[src/rtl/csr_access_unit_if.sv]
// Bundle of the decode handshake, CSR register-file port and writeback handshake
// seen by csr_access_unit; the unit connects through the slave modport.
interface csr_access_unit_if;
    logic        instr_valid;
    logic        instr_ready;
    logic [31:0] instr;
    logic [31:0] rs1_data;
    logic        csr_wr_en;
    logic [2:0]  csr_op;
    logic [4:0]  csr_uimm;
    logic [11:0] csr_addr;
    logic [31:0] csr_data_in;
    logic [31:0] csr_data_out;
    logic        wb_valid;
    logic        wb_ready;
    logic [4:0]  wb_rd;
    logic [31:0] wb_data;
    logic        wb_we;
    logic        illegal;

    modport master (
        output instr_valid, instr, rs1_data, csr_data_out, wb_ready,
        input  instr_ready, csr_wr_en, csr_op, csr_uimm, csr_addr, csr_data_in,
               wb_valid, wb_rd, wb_data, wb_we, illegal
    );

    modport slave (
        input  instr_valid, instr, rs1_data, csr_data_out, wb_ready,
        output instr_ready, csr_wr_en, csr_op, csr_uimm, csr_addr, csr_data_in,
               wb_valid, wb_rd, wb_data, wb_we, illegal
    );
endinterface

[src/rtl/csr_access_unit.sv]
// CSR access sequencer: decodes one CSRRx/CSRRxI at a time, reads then writes the CSR file,
// and returns the old value. Optional macro CSR_RO_CHECK_EN rejects writes to addr[11:10]==2'b11.
module csr_access_unit (
    input  logic             clk,
    input  logic             rst,
    csr_access_unit_if.slave bus
);
    typedef enum logic [2:0] {IDLE, READ, WRITE, RESP, ERR} state_t;

    state_t      state, next_state;
    logic [11:0] q_addr;
    logic [4:0]  q_field;
    logic [2:0]  q_funct3;
    logic [4:0]  q_rd;
    logic [31:0] q_rs1;
    logic [31:0] q_rdata;

    logic       accept;
    logic       legal;
    logic       no_write;
    logic [2:0] in_funct3;

    assign in_funct3 = bus.instr[14:12];
    assign accept    = bus.instr_valid && (state == IDLE);

    always_comb begin
        legal = (bus.instr[6:0] == 7'b1110011) &&
                (in_funct3 != 3'b000) && (in_funct3 != 3'b100);
`ifdef CSR_RO_CHECK_EN
        // Write intent into the read-only quadrant: RW always, RS/RC only with a nonzero source.
        if ((bus.instr[31:30] == 2'b11) &&
            ((in_funct3[1:0] == 2'b01) || (in_funct3[1] && (bus.instr[19:15] != 5'd0))))
            legal = 1'b0;
`endif
    end

    // RS/RC with a zero source field must not disturb the CSR (side-effect-free read).
    assign no_write = q_funct3[1] && (q_field == 5'd0);

    always_ff @(posedge clk or posedge rst) begin
        if (rst) state <= IDLE;
        else     state <= next_state;
    end

    // NOTE: non-blocking assignments keep every register sampling pre-edge values.
    always_ff @(posedge clk or posedge rst) begin
        if (rst) begin
            q_addr   <= '0;
            q_field  <= '0;
            q_funct3 <= '0;
            q_rd     <= '0;
            q_rs1    <= '0;
            q_rdata  <= '0;
        end else begin
            if (accept) begin
                q_addr   <= bus.instr[31:20];
                q_field  <= bus.instr[19:15];
                q_funct3 <= in_funct3;
                q_rd     <= bus.instr[11:7];
                q_rs1    <= bus.rs1_data;
            end
            if (state == WRITE) q_rdata <= bus.csr_data_out;
        end
    end

    // NOTE: next_state gets a default before the case so no path infers a latch.
    always_comb begin
        next_state = state;
        case (state)
            IDLE:    if (accept) next_state = legal ? READ : ERR;
            READ:    next_state = WRITE;
            WRITE:   next_state = RESP;
            RESP:    if (bus.wb_ready) next_state = IDLE;
            ERR:     if (bus.wb_ready) next_state = IDLE;
            default: next_state = IDLE;
        endcase
    end

    always_comb begin
        bus.instr_ready = 1'b0;
        bus.csr_wr_en   = 1'b0;
        bus.csr_op      = 3'b000;
        bus.csr_uimm    = 5'd0;
        bus.csr_addr    = 12'd0;
        bus.csr_data_in = 32'd0;
        bus.wb_valid    = 1'b0;
        bus.wb_rd       = 5'd0;
        bus.wb_data     = 32'd0;
        bus.wb_we       = 1'b0;
        bus.illegal     = 1'b0;
        case (state)
            IDLE:  bus.instr_ready = 1'b1;
            READ:  bus.csr_addr = q_addr;
            WRITE: begin
                bus.csr_addr    = q_addr;
                bus.csr_uimm    = q_field;
                bus.csr_data_in = q_rs1;
                bus.csr_wr_en   = !no_write;
                bus.csr_op      = no_write ? {q_funct3[2], 2'b00} : q_funct3;
            end
            RESP: begin
                bus.wb_valid = 1'b1;
                bus.wb_rd    = q_rd;
                bus.wb_data  = q_rdata;
                bus.wb_we    = (q_rd != 5'd0);
            end
            ERR: begin
                bus.wb_valid = 1'b1;
                bus.wb_rd    = q_rd;
                bus.illegal  = 1'b1;
            end
            default: ;
        endcase
    end
endmodule

[src/flat_wrapper.sv]
// flat-port wrapper written by rule: the top's interface ports become plain ports
module csr_access_unit_flat 
  (clk, rst, bus_instr_valid, bus_instr, bus_rs1_data, bus_csr_data_out, bus_wb_ready, bus_instr_ready, bus_csr_wr_en, bus_csr_op, bus_csr_uimm, bus_csr_addr, bus_csr_data_in, bus_wb_valid, bus_wb_rd, bus_wb_data, bus_wb_we, bus_illegal);
  csr_access_unit_if bus_i ();
  input  logic clk;
  input  logic rst;
  input wire logic [$bits(bus_i.instr_valid)-1:0] bus_instr_valid;
  input wire logic [$bits(bus_i.instr)-1:0] bus_instr;
  input wire logic [$bits(bus_i.rs1_data)-1:0] bus_rs1_data;
  input wire logic [$bits(bus_i.csr_data_out)-1:0] bus_csr_data_out;
  input wire logic [$bits(bus_i.wb_ready)-1:0] bus_wb_ready;
  output wire logic [$bits(bus_i.instr_ready)-1:0] bus_instr_ready;
  output wire logic [$bits(bus_i.csr_wr_en)-1:0] bus_csr_wr_en;
  output wire logic [$bits(bus_i.csr_op)-1:0] bus_csr_op;
  output wire logic [$bits(bus_i.csr_uimm)-1:0] bus_csr_uimm;
  output wire logic [$bits(bus_i.csr_addr)-1:0] bus_csr_addr;
  output wire logic [$bits(bus_i.csr_data_in)-1:0] bus_csr_data_in;
  output wire logic [$bits(bus_i.wb_valid)-1:0] bus_wb_valid;
  output wire logic [$bits(bus_i.wb_rd)-1:0] bus_wb_rd;
  output wire logic [$bits(bus_i.wb_data)-1:0] bus_wb_data;
  output wire logic [$bits(bus_i.wb_we)-1:0] bus_wb_we;
  output wire logic [$bits(bus_i.illegal)-1:0] bus_illegal;
  assign bus_i.instr_valid = bus_instr_valid;
  assign bus_i.instr = bus_instr;
  assign bus_i.rs1_data = bus_rs1_data;
  assign bus_i.csr_data_out = bus_csr_data_out;
  assign bus_i.wb_ready = bus_wb_ready;
  assign bus_instr_ready = bus_i.instr_ready;
  assign bus_csr_wr_en = bus_i.csr_wr_en;
  assign bus_csr_op = bus_i.csr_op;
  assign bus_csr_uimm = bus_i.csr_uimm;
  assign bus_csr_addr = bus_i.csr_addr;
  assign bus_csr_data_in = bus_i.csr_data_in;
  assign bus_wb_valid = bus_i.wb_valid;
  assign bus_wb_rd = bus_i.wb_rd;
  assign bus_wb_data = bus_i.wb_data;
  assign bus_wb_we = bus_i.wb_we;
  assign bus_illegal = bus_i.illegal;
  csr_access_unit u_core (.clk(clk), .rst(rst), .bus(bus_i));
endmodule
[config.mk]
export PLATFORM = sky130hd
export DESIGN_NAME = csr_access_unit_flat
export DESIGN_NICKNAME = d
export VERILOG_FILES = /design/src/rtl/csr_access_unit_if.sv /design/src/rtl/csr_access_unit.sv /design/src/flat_wrapper.sv
export SDC_FILE = /design/constraint.sdc
export NUM_CORES = 1
export LEC_CHECK = 0
export CORE_MARGIN = 8
export CORE_UTILIZATION = 43
export CTS_BUF_LIST = sky130_fd_sc_hd__clkbuf_4 sky130_fd_sc_hd__clkbuf_8
export CTS_CLUSTER_DIAMETER = 40
export CTS_CLUSTER_SIZE = 16
export DETAILED_ROUTE_END_ITERATION = 6
export PLACE_DENSITY = 0.82
export SLEW_MARGIN = 20
export SYNTH_ARGS = -nofsm -noshare
export SYNTH_HDL_FRONTEND = slang
export SYNTH_SLANG_ARGS = --single-unit
[constraint.sdc]
create_clock -name clk -period 3.1 [get_ports clk]
set_input_delay 0.31 -clock clk [delete_from_list [all_inputs] [get_ports clk]]
set_output_delay 0.31 -clock clk [all_outputs]
set_load 0.03 [all_outputs]
==> flow_results.xml <==
<?xml version="1.0" encoding="UTF-8"?>
<metrics>
  <group name="run_status">
    <metric name="run_status" unit="">complete, no violations</metric>
  </group>
  <group name="routing">
    <metric name="vias_per_cell" unit="">4.694</metric>
    <metric name="remaining_drc_errors" unit="">0</metric>
    <metric name="wire_per_inst" unit="µm">17.63</metric>
    <metric name="drt_pass1_iterations" unit="">4</metric>
    <metric name="detail-route-antenna-nets" unit="">0</metric>
    <metric name="drt_iter0_markers" unit="">93</metric>
    <metric name="drt_wl_total" unit="µm">11410</metric>
    <metric name="route.vias.total" unit="">3037</metric>
  </group>
  <group name="logic_synthesis">
    <metric name="netlist.top_cell.by_area" unit="">sky130_fd_sc_hd__dfrtp_1</metric>
    <metric name="post_synth_main_area_contributors" unit="">sky130_fd_sc_hd__dfrtp_1 53%, sky130_fd_sc_hd__mux2_4 14%, sky130_fd_sc_hd__mux2_2 13%</metric>
    <metric name="synth_top_flop_cell" unit="">sky130_fd_sc_hd__dfrtp_1</metric>
    <metric name="synth_cells" unit="">320</metric>
    <metric name="synth.top_cell.area_share" unit="%">52.84</metric>
    <metric name="yosys_warnings" unit="">0</metric>
    <metric name="async_reset_ff_share" unit="%">100.0</metric>
    <metric name="synth.cells.most_frequent" unit="">92 x sky130_fd_sc_hd__dfrtp_1, 82 x sky130_fd_sc_hd__and2_1, 49 x sky130_fd_sc_hd__mux2_2</metric>
    <metric name="syn-mean-instance-area" unit="µm²">13.61</metric>
    <metric name="synth_seq_cells" unit="">92</metric>
    <metric name="synth-edff-count" unit="">0</metric>
    <metric name="netlist_area" unit="µm²">4357</metric>
    <metric name="syn-num-nets" unit="">420</metric>
    <metric name="ys_seq_area_share" unit="%">52.84</metric>
    <metric name="post-synth-top-count-cell" unit="">sky130_fd_sc_hd__dfrtp_1</metric>
    <metric name="synthDistinctLibCells" unit="">28</metric>
  </group>
  <group name="layout">
    <metric name="stdcell_area" unit="µm²">6589</metric>
    <metric name="drive_above_1_share" unit="%">21.98</metric>
    <metric name="final-seq-area" unit="µm²">2302</metric>
    <metric name="multi_input_comb_area" unit="µm²">1881</metric>
    <metric name="layout-area-overhead-vs-synth" unit="%">51.23</metric>
    <metric name="antenna_cells_inserted" unit="">0</metric>
    <metric name="num-nets-final" unit="">609</metric>
    <metric name="fillCellCount" unit="">774</metric>
  </group>
  <group name="floorplan">
    <metric name="die_x" unit="µm">116.7</metric>
    <metric name="area_of_the_core" unit="µm²">9819</metric>
    <metric name="die_span_y" unit="µm">116.7</metric>
    <metric name="floorplan.die_area" unit="µm²">13610</metric>
    <metric name="initial_utilization" unit="%">44.37</metric>
    <metric name="core.rowCount" unit="">36</metric>
    <metric name="design.portCount" unit="">194</metric>
  </group>
  <group name="grt">
    <metric name="grt.total_usage" unit="%">17.08</metric>
    <metric name="wire_length_of_the_first_global_routing_pass" unit="µm">18000</metric>
    <metric name="grt_max_degree" unit="">74</metric>
    <metric name="first_global_vias" unit="">3491</metric>
    <metric name="grt-ovfl-total" unit="">0</metric>
    <metric name="antenna_found_initial" unit="">0</metric>
  </group>
  <group name="place">
    <metric name="hpwl" unit="µm">8623</metric>
    <metric name="placed_cell_area" unit="µm²">6357</metric>
    <metric name="port_buffers" unit="">193</metric>
    <metric name="global_placer_s_final_weighted_congestion" unit="">0.7917</metric>
  </group>
  <group name="timing">
    <metric name="final_hold_viol_count" unit="">0</metric>
    <metric name="worst-slew-pin-transition" unit="ns">0.7687</metric>
    <metric name="finalWorstPathRequiredPeriod" unit="ns">2.713</metric>
    <metric name="slew_headroom" unit="%">48.69</metric>
    <metric name="clock.fmax" unit="GHz">0.3686</metric>
    <metric name="hold-worst-slack" unit="ns">0.3914</metric>
    <metric name="clock_skew" unit="ns">0.01442</metric>
    <metric name="rsz0062_at_grt" unit="">false</metric>
    <metric name="setup_viol" unit="">0</metric>
    <metric name="layout_worst_path_cycle_share" unit="%">87.52</metric>
    <metric name="final_total_negative_setup_slack" unit="ns">0</metric>
    <metric name="maxSlewViolCount" unit="">0</metric>
  </group>
  <group name="cts">
    <metric name="cts_tree" unit="">done</metric>
    <metric name="cts_h_tree_lvls" unit="">3</metric>
    <metric name="tritoncts_num_sinks" unit="">92</metric>
    <metric name="later_pin_clock_latency_in_the_skew_report" unit="ns">0.35</metric>
    <metric name="cts_hold_buffers" unit="">0</metric>
    <metric name="cts-buffers-inserted" unit="">9</metric>
    <metric name="postCtsSetupRepairBufs" unit="">0</metric>
    <metric name="max-clock-path-buffers" unit="">2</metric>
    <metric name="cts-root-buf" unit="">sky130_fd_sc_hd__clkbuf_8</metric>
    <metric name="clk_transition_reported_paths" unit="ns">0.10</metric>
    <metric name="post_cts_resize_count" unit="">0</metric>
  </group>
  <group name="critical_path">
    <metric name="worstSetupStartpointType" unit="">flop</metric>
    <metric name="worst-endpoint-required" unit="ns">2.79</metric>
    <metric name="critPathMaxFanout" unit="">73</metric>
    <metric name="crit_arrival" unit="ns">2.40</metric>
    <metric name="criticalPathCategory" unit="">reg -&gt; out</metric>
    <metric name="critPathCaptureType" unit="">output pin</metric>
  </group>
  <group name="power">
    <metric name="peakVddDrop" unit="mV">0.7228</metric>
    <metric name="p_leak" unit="nW">2.742</metric>
    <metric name="power-per-cell-area" unit="nW/µm²">1035</metric>
  </group>
  <group name="run">
    <metric name="maxCapViolCount" unit="">0</metric>
  </group>
  <group name="hold_path">
    <metric name="hp-class" unit="">in -&gt; async</metric>
  </group>
</metrics>
==> placed cells by master, fill, tap and decap left out, types with 2 or more instances in the layout <==
master and count:
sky130_fd_sc_hd__nand2_1 4, sky130_fd_sc_hd__bufinv_16 2, sky130_fd_sc_hd__clkbuf_8 10, sky130_fd_sc_hd__inv_6 2
sky130_fd_sc_hd__buf_12 3, sky130_fd_sc_hd__nand2b_1 2, sky130_fd_sc_hd__clkdlybuf4s50_1 193, sky130_fd_sc_hd__a21oi_1 2
sky130_fd_sc_hd__and2_1 82, sky130_fd_sc_hd__mux2_2 49, sky130_fd_sc_hd__nor2_1 7, sky130_fd_sc_hd__nor2b_1 5
sky130_fd_sc_hd__a31oi_1 2, sky130_fd_sc_hd__nor3_1 2, sky130_fd_sc_hd__mux2_4 40, sky130_fd_sc_hd__dfrtp_1 92
==> critical path, stage by stage, from the launching register on <==
cell,delay (ns)
sky130_fd_sc_hd__dfrtp_1,0.48
sky130_fd_sc_hd__nor3b_2,0.28
sky130_fd_sc_hd__buf_12,0.30
sky130_fd_sc_hd__nand2_1,0.10
sky130_fd_sc_hd__a31oi_1,0.14
sky130_fd_sc_hd__clkdlybuf4s50_1,0.70
==> per-layer routing <==
metal	track usage, %	vias to the layer above	wire length (µm)
met1	18.79	1457	4478
li1	-	1444	-
met2	29.28	119	5561
met4	6.314	0	229
met3	6.722	17	1137
met5	0	-	0
==> report_power, final <==
| part | total [mW] | internal, mW | leakage (nW) | switching [mW] |
|---|---|---|---|---|
| clock network | 0.922 | 0.484 | 0.113 | 0.438 |
| registers | 2.17 | 1.82 | 1.09 | 0.346 |
| logic | 3.73 | 1.94 | 1.54 | 1.79 |
==> state kept, by name, indices dropped and copies added, names as in the netlist <==
| name | cells |
|---|---|
| u_core.state | 3 |
| u_core.q_field | 5 |
| u_core.q_rd | 5 |
| u_core.q_rdata | 32 |
| u_core.q_rs1 | 32 |
| u_core.q_addr | 12 |
| u_core.q_funct3 | 3 |
==> cell type report <==
type | count | share of cell area (%)
Sequential cell | 92 | 34.94
Multi-Input combinational cell | 207 | 28.54
Clock inverter | 6 | 1.424
Tap cell | 133 | 2.526
Timing Repair Buffer | 197 | 30.35
Clock buffer | 10 | 2.089
Inverter | 2 | 0.1329
==> path summary, 6_finish.rpt <==
| kind | startpoint | end | slack, ns | cells after the start |
|---|---|---|---|---|
| setup reg to reg | u_core.state[2]$_DFFE_PP0P_ | u_core.q_rs1[26]$_DFFE_PP0P_ | 0.98 | 4 |
| max in group asynchronous | rst | u_core.q_funct3[0]$_DFFE_PP0P_ | 1.98 | 3 |
| hold reg to reg | u_core.q_rs1[24]$_DFFE_PP0P_ | u_core.q_rs1[24]$_DFFE_PP0P_ | 0.50 | 1 |
| setup / recovery | u_core.state[1]$_DFFE_PP0P_ | bus_csr_op[0] | 0.39 | 5 |
| min in group clk | u_core.q_rs1[24]$_DFFE_PP0P_ | u_core.q_rs1[24]$_DFFE_PP0P_ | 0.50 | 1 |
| hold / removal | rst | u_core.q_rdata[22]$_DFFE_PP0N_ | 0.39 | 2 |
==> cells by family (layout without fill, tap and decap cells) <==
kind of cell	count (synthesis)	count (layout)	share of synthesized area (%)
AOI/OAI and AO/OA	7	7	1.005
xor gates and xnor gates	1	1	0.2011
buffers and inverters	21	215	4.107
DFF	92	92	52.84
muxes	89	89	26.45
and+or+nand+nor	110	110	15.39
==> metrics by stage <==
step	util, %	power, mW	instances	setup slack, ns
2_1_floorplan	-	4.720	320	0.3980
3_3_place_gp	64.74	5.857	631	0.8198
3_5_place_dp	64.74	5.957	631	0.7389
4_1_cts	67.10	6.906	647	0.3430
5_1_grt	67.10	7.240	647	0.1840
6_report	67.10	6.820	647	0.3869
(Power assumes the default switching activity.)
